**config.mk**
```make
export PLATFORM = sky130hd
export DESIGN_NAME = wb_int_ctrl
export DESIGN_NICKNAME = d
export VERILOG_FILES = /design/src/rtl/wb_int_pkg.sv /design/src/rtl/int_prio_enc.sv /design/src/rtl/wb_int_ctrl.sv
export SDC_FILE = /design/constraint.sdc
export NUM_CORES = 1
export LEC_CHECK = 0
export ABC_AREA = 1
export BUFFER_PORTS_ARGS = -buffer_cell sky130_fd_sc_hd__buf_2
export CAP_MARGIN = 5
export CELL_PAD_IN_SITES_DETAIL_PLACEMENT = 2
export CELL_PAD_IN_SITES_GLOBAL_PLACEMENT = 2
export CORE_MARGIN = 4
export CORE_UTILIZATION = 24
export CTS_CLUSTER_SIZE = 8
export DETAILED_ROUTE_END_ITERATION = 8
export GPL_TIMING_DRIVEN = 1
export PLACE_DENSITY = 0.84
export SLEW_MARGIN = 20
export SYNTH_ARGS = -nofsm -noshare
export SYNTH_HDL_FRONTEND = slang
export SYNTH_HIERARCHICAL = 1
export SYNTH_SLANG_ARGS = --single-unit
```
**constraint.sdc**
```tcl
create_clock -name clk -period 2.93 [get_ports clk]
set_clock_uncertainty 0.15 [all_clocks]
set_input_delay 0.293 -clock clk [delete_from_list [all_inputs] [get_ports clk]]
set_output_delay 0.293 -clock clk [all_outputs]
set_load 0.01 [all_outputs]
```
**src/rtl/wb_int_pkg.sv**
```systemverilog
// -----------------------------------------------------------------------------
// wb_int_pkg
// Shared constants for the Wishbone interrupt controller.
//   REG_*           : register offsets, decoded from ADDR[3:2]
//   CAUSE_VALID_BIT : bit of the CAUSE register that mirrors INT
//   MAX_CH          : largest supported channel count
// -----------------------------------------------------------------------------
package wb_int_pkg;

  localparam logic [1:0] REG_PENDING = 2'd0;
  localparam logic [1:0] REG_MASK    = 2'd1;
  localparam logic [1:0] REG_CAUSE   = 2'd2;
  localparam logic [1:0] REG_MODE    = 2'd3;

  localparam int CAUSE_VALID_BIT = 31;
  localparam int MAX_CH          = 32;

  typedef logic [4:0] cause_idx_t;

endpackage : wb_int_pkg

```
**src/rtl/int_prio_enc.sv**
```systemverilog
// -----------------------------------------------------------------------------
// int_prio_enc
// Combinational lowest-set-bit encoder. Bit 0 has the highest priority.
//   req_i   [N_CH] : request vector
//   valid_o        : any request set
//   idx_o   [5]    : index of the lowest set bit, 0 when no request is set
// -----------------------------------------------------------------------------
module int_prio_enc
  import wb_int_pkg::*;
#(
  parameter int N_CH = 6
) (
  input  logic [N_CH-1:0] req_i,
  output logic            valid_o,
  output cause_idx_t      idx_o
);

  // Scan from the top down so that the lowest set bit is the last to write.
  always_comb begin
    valid_o = |req_i;
    idx_o   = '0;
    for (int i = N_CH - 1; i >= 0; i--) begin
      if (req_i[i]) begin
        idx_o = cause_idx_t'(i);
      end
    end
  end

endmodule : int_prio_enc

```
**src/rtl/wb_int_ctrl.sv**
```systemverilog
// -----------------------------------------------------------------------------
// wb_int_ctrl
// Wishbone-slave interrupt controller: per-channel edge/level capture,
// pending latch, mask and fixed priority (channel 0 highest).
//
// Ports
//   clk            : system clock
//   RSTN           : asynchronous active-low reset
//   STB, WE        : Wishbone strobe / write enable
//   ADDR   [32]    : byte address, only ADDR[3:2] decoded
//   DAT_I  [32]    : write data
//   DAT_O  [32]    : registered read data, held until the next access
//   ACK            : Wishbone acknowledge, one wait state per access
//   irq_in [N_CH]  : device interrupt lines, active high
//   INT            : interrupt request to the CPU
//   CAUSE  [32]    : index of the winning channel, zero-extended
//
// Register map (ADDR[3:2])
//   0 PENDING : read pending; write 1 clears edge-mode bits
//   1 MASK    : R/W, 1 = channel enabled
//   2 CAUSE   : RO, bit31 = INT, bits[4:0] = CAUSE
//   3 MODE    : R/W, 1 = edge, 0 = level
//
// Build option
//   INT_SYNC_EN : when defined, irq_in passes through a 2-flop synchronizer
//                 before capture (adds 2 cycles of INT latency).
// -----------------------------------------------------------------------------
module wb_int_ctrl
  import wb_int_pkg::*;
#(
  parameter int          N_CH     = 6,
  parameter logic [31:0] RST_MASK = 32'h0,
  parameter logic [31:0] RST_MODE = 32'h0
) (
  input  logic            clk,
  input  logic            RSTN,
  input  logic            STB,
  input  logic            WE,
  input  logic [31:0]     ADDR,
  input  logic [31:0]     DAT_I,
  output logic [31:0]     DAT_O,
  output logic            ACK,
  input  logic [N_CH-1:0] irq_in,
  output logic            INT,
  output logic [31:0]     CAUSE
);

  logic [N_CH-1:0] irq_s;
  logic [N_CH-1:0] irq_prev_q;
  logic [N_CH-1:0] pend_q, pend_d;
  logic [N_CH-1:0] mask_q, mask_d;
  logic [N_CH-1:0] mode_q, mode_d;
  logic [N_CH-1:0] rise;
  logic [N_CH-1:0] clr;
  logic [N_CH-1:0] masked;
  logic [N_CH-1:0] wdat;

  logic            ack_q;
  logic            int_q;
  cause_idx_t      cause_q;
  logic [31:0]     dat_o_q;
  logic [31:0]     rdata;

  logic            enc_valid;
  cause_idx_t      enc_idx;

  logic [1:0]      reg_sel;
  logic            acc_start;
  logic            wr_en;

  logic            unused_bits;

  // ---------------------------------------------------------------------------
  // Input conditioning
  // ---------------------------------------------------------------------------
`ifdef INT_SYNC_EN
  logic [N_CH-1:0] sync1_q;
  logic [N_CH-1:0] sync2_q;

  always_ff @(posedge clk or negedge RSTN) begin
    if (!RSTN) begin
      sync1_q <= '0;
      sync2_q <= '0;
    end else begin
      sync1_q <= irq_in;
      sync2_q <= sync1_q;
    end
  end

  assign irq_s = sync2_q;
`else
  assign irq_s = irq_in;
`endif

  // ---------------------------------------------------------------------------
  // Bus decode
  // ---------------------------------------------------------------------------
  assign reg_sel   = ADDR[3:2];
  assign wdat      = DAT_I[N_CH-1:0];
  // An access starts on the first cycle STB is seen while ACK is still low;
  // all side effects are tied to that single edge.
  assign acc_start = STB & ~ack_q;
  assign wr_en     = acc_start & WE;

  // Address bits outside [3:2] are not decoded.
  assign unused_bits = ^{ADDR[31:4], ADDR[1:0], DAT_I};

  always_comb begin
    rdata = '0;
    case (reg_sel)
      REG_PENDING: rdata = 32'(pend_q);
      REG_MASK:    rdata = 32'(mask_q);
      REG_CAUSE: begin
        rdata[CAUSE_VALID_BIT] = int_q;
        rdata[4:0]             = cause_q;
      end
      REG_MODE:    rdata = 32'(mode_q);
      default:     rdata = '0;
    endcase
  end

  always_comb begin
    mask_d = mask_q;
    mode_d = mode_q;
    clr    = '0;
    if (wr_en) begin
      case (reg_sel)
        REG_PENDING: clr    = wdat & mode_q;  // level-mode bits ignore W1C
        REG_MASK:    mask_d = wdat;
        REG_MODE:    mode_d = wdat;
        default:     ;
      endcase
    end
  end

  // ---------------------------------------------------------------------------
  // Pending capture
  // ---------------------------------------------------------------------------
  assign rise = irq_s & ~irq_prev_q;

  // Edge channels: a new rising edge wins over a same-cycle clear.
  // Level channels: pending simply follows the (registered) line.
  assign pend_d = (mode_q & (rise | (pend_q & ~clr))) | (~mode_q & irq_s);

  assign masked = pend_q & mask_q;

  int_prio_enc #(
    .N_CH (N_CH)
  ) u_prio_enc (
    .req_i   (masked),
    .valid_o (enc_valid),
    .idx_o   (enc_idx)
  );

  // ---------------------------------------------------------------------------
  // State
  // ---------------------------------------------------------------------------
  always_ff @(posedge clk or negedge RSTN) begin
    if (!RSTN) begin
      irq_prev_q <= '0;
      pend_q     <= '0;
      mask_q     <= RST_MASK[N_CH-1:0];
      mode_q     <= RST_MODE[N_CH-1:0];
      int_q      <= 1'b0;
      cause_q    <= '0;
      ack_q      <= 1'b0;
      dat_o_q    <= '0;
    end else begin
      irq_prev_q <= irq_s;
      pend_q     <= pend_d;
      mask_q     <= mask_d;
      mode_q     <= mode_d;
      int_q      <= enc_valid;
      cause_q    <= enc_idx;
      // ACK follows STB one cycle late, giving exactly one wait state and
      // dropping the cycle after STB falls.
      ack_q      <= STB;
      if (acc_start) begin
        dat_o_q <= rdata;
      end
    end
  end

  assign DAT_O = dat_o_q;
  assign ACK   = ack_q;
  assign INT   = int_q;
  assign CAUSE = {27'd0, cause_q};

endmodule : wb_int_ctrl

```
==> run summary <==
source-to-sink clock delay at the later pin of the worst-skew pair: 0.29 ns
Clock transition at path regs: 0.07 ns
aggregate global routing overflow: 0
compound-cell area share of the yosys netlist: 0.0813
maximum fanout encountered on the critical timing path: 15
startpoint of the tightest hold check path: DAT_I[0]
CTS sink cnt: 38
max frequency: 600 MHz
xor and xnor fraction of the mapped netlist area: 0
slowest CP cell: sky130_fd_sc_hd__dlygate4sd3_1
Worst path top cell family by delay: simple AND/OR/NAND/NOR gates
number of synthesized register bits: 38
clock buffers created by TritonCTS: 5
pins over their slew limit: 0
worst hold path class: input port to flip-flop
placer's final routability congestion estimate: 0.756
Bufs and invs on worst path: 2
FF-to-FF End: mode_q[1]
worst setup slack for register-to-register paths: 1.47 ns
num ports: 140
via count of the first global-routing pass: 1738
setup repair after global routing missed its margin: no
clock tree from TritonCTS: yes
starting utilization of the core area: 0.248
worst max-slew margin expressed relative to the limit: 0.433
number of setup buffers added after CTS: 0
worst setup path class: input port to flip-flop
clock root buffer: sky130_fd_sc_hd__clkbuf_8
startpoint type of the worst setup path: input port
maximum number of pins on one net before global-route repair: 39
number of optimization iterations in the first detailed-route pass: 4
DP Cell Count: 398
startpoint of the most critical register-to-register path: ACK
Non-Filler Instances: 414
CP max stage delay: 0.53 ns
routed wire length: 5020 um
leakage: 0.00138 uW
area of the core: 0.00881 sq mm
Distinct cells, synth: 21
initial DRC count: 38
average vias per placed instance: 3.84
hold worst-path end: pend_q[0]
Chip Height: 103 um
number of placement rows: 34
first-pass GRT wire length: 8350 um
Net count, final: 379
average wire per standard cell: 12.1 um
drt drc: 0
Port Buffers: 31
Adder-Cell Fraction of Synth Area: 0
antenna violations before repair: 0
final setup violation count: 0
share of cell area taken by muxes after synthesis: 0
fraction of final layout cells with drive strength greater than 1: 0.193
critical path cell sequence: dlygate4sd3_1, buf_2, nand2_4, nor2_8, nand2_2, nand2_1, o21ai_2
count of cells along the worst hold path: 4
final total negative setup slack: 0 ns
slew at the pin with the worst max-slew slack: 0.851 ns
Worst Path Required: 2.96 ns
simple-gate share of the synthesized area: 0.218
count of endpoints failing hold in the final timing report: 0
sequential area share after synthesis: 0.435
commonest non-fill, non-tap cell in the layout: sky130_fd_sc_hd__nand2_1
minimum clock period: 1.67 ns
antenna diode count: 0
total routing usage reported by global routing: 0.100
H-tree levels: 2
worst hold margin: 0.139 ns
yosys synthesis warning count: 6
Critical Path Stages: 7
number of cells on the worst reg-to-reg path: 6
x dimension of the die: 103 um
data arrival time of the critical path: 1.70 ns
Syn-to-layout area delta: 9.91%
Syn Inst Count: 266
result of the run: completed
ANT nets after route: 0
HPWL Detailed: 3990 um
final clock period utilization by the worst path: 0.569
IR drop worst, VDD: 155 uV
Critical Path End Type: flip-flop
Max-cap violations: 0
mean instance size in the synthesized netlist: 8.21 sq um
number of buffers between clock root and the deepest sink: 2
commonest cells after routing, fill and taps aside: 78 x sky130_fd_sc_hd__nand2_1, 54 x sky130_fd_sc_hd__conb_1, 38 x sky130_fd_sc_hd__dfrtp_1, 32 x sky130_fd_sc_hd__inv_1, 31 x sky130_fd_sc_hd__buf_2
total number of vias: 1588
P per Cell Area: 568 mW/mm^2
Cell Area, Synth: 0.00218 sq mm
post-layout utilization of the core: 0.273
Die Footprint: 0.0107 sq mm
main combinational cell family by area after synthesis: buffers and inverters
## repair_timing
item,4_1_cts,5_1_grt
hold buffers,8,0
resized for setup,0,0
endpoints found under the hold margin,45,0
## cells in the mapped netlist
| cell | instances | area share |
|---|---|---|
| sky130_fd_sc_hd__nand2_4 | 1 | 0.0052 |
| sky130_fd_sc_hd__buf_4 | 54 | 0.19 |
| sky130_fd_sc_hd__nand2_1 | 78 | 0.13 |
| sky130_fd_sc_hd__a21oi_1 | 6 | 0.014 |
| sky130_fd_sc_hd__nand4_1 | 1 | 0.0029 |
| sky130_fd_sc_hd__nor3_1 | 1 | 0.0023 |
| sky130_fd_sc_hd__inv_1 | 32 | 0.055 |
| sky130_fd_sc_hd__conb_1 | 2 | 0.0034 |
| sky130_fd_sc_hd__nor2_8 | 1 | 0.0092 |
| sky130_fd_sc_hd__nand3_2 | 1 | 0.0046 |
| sky130_fd_sc_hd__o21bai_1 | 5 | 0.017 |
| sky130_fd_sc_hd__o21ai_0 | 1 | 0.0023 |
| sky130_fd_sc_hd__o21ai_2 | 12 | 0.048 |
| sky130_fd_sc_hd__buf_6 | 2 | 0.010 |
| sky130_fd_sc_hd__dfrtp_1 | 38 | 0.44 |
| sky130_fd_sc_hd__buf_2 | 4 | 0.0092 |
| sky130_fd_sc_hd__nor2_2 | 2 | 0.0057 |
| sky130_fd_sc_hd__nand3_1 | 19 | 0.044 |
| sky130_fd_sc_hd__inv_2 | 1 | 0.0017 |
| sky130_fd_sc_hd__nand2_2 | 2 | 0.0057 |
| sky130_fd_sc_hd__nor2_1 | 3 | 0.0052 |
## where the power goes
group          internal, uW  leakage, uW  switching [uW]
logic                   113     0.000868             196
registers               608     0.000468            67.3
clock network           190    0.0000482             188
## worst max path at each step
stage / from / end / slack [ns]
after floorplan: ACK / mode_q[5] / 1.64
after global placement: ADDR[3] / pend_q[3] / 1.29
after detailed placement: ADDR[3] / pend_q[4] / 1.25
after CTS: STB / mode_q[2] / 1.24
after global routing: STB / mask_q[2] / 1.17
final: STB / mode_q[1] / 1.26
## cell families (layout without fill, tap and decap cells)
kind of cell    Yosys count  after routing
buf+inv                  93             81
compound gates           24             24
flops                    38             38
simple gates            109            109
other cells               2             54
## tightest hold or removal path: cells and delay by family
family                 cells  cell delay [ns]
and+or+nand+nor            3             0.17
buffers and inverters      1             0.09
## metrics by stage
stage / instance area [sq um] / setup slack, ns / total power, uW
6_report: 2400 / 1.26 / 1360
5_1_grt: 2400 / 1.17 / 1470
4_1_cts: 2400 / 1.24 / 1390
3_5_place_dp: 2230 / 1.25 / 993
3_3_place_gp: 2230 / 1.29 / 969
2_1_floorplan: 2380 / 1.64 / 927
## metal layers
| layer | GRT usage | wire length [um] | vias up |
|---|---|---|---|
| met5 | 0 | 0 | - |
| met1 | 0.120 | 2100 | 749 |
| met2 | 0.169 | 2530 | 47 |
| met4 | 0.0369 | 89 | 0 |
| met3 | 0.0329 | 296 | 8 |
| li1 | - | - | 784 |
## final cells by class
cell class / count / area [sq um]
fill: 1040 / 6400
tap: 108 / 135
inverter: 33 / 124
sequential: 38 / 951
multi-input combinational: 187 / 857
clock buffer: 7 / 86.3
timing repair buffer: 40 / 243
clock inverter: 1 / 5.00
## state kept, by name (all words and copies together), names as in the netlist
register    cells
irq_prev_q      6
pend_q          6
cause_q         5
INT             1
ACK             1
mask_q          6
DAT_O           7
mode_q          6
No activity file was read; power rests on OpenSTA's default activity.
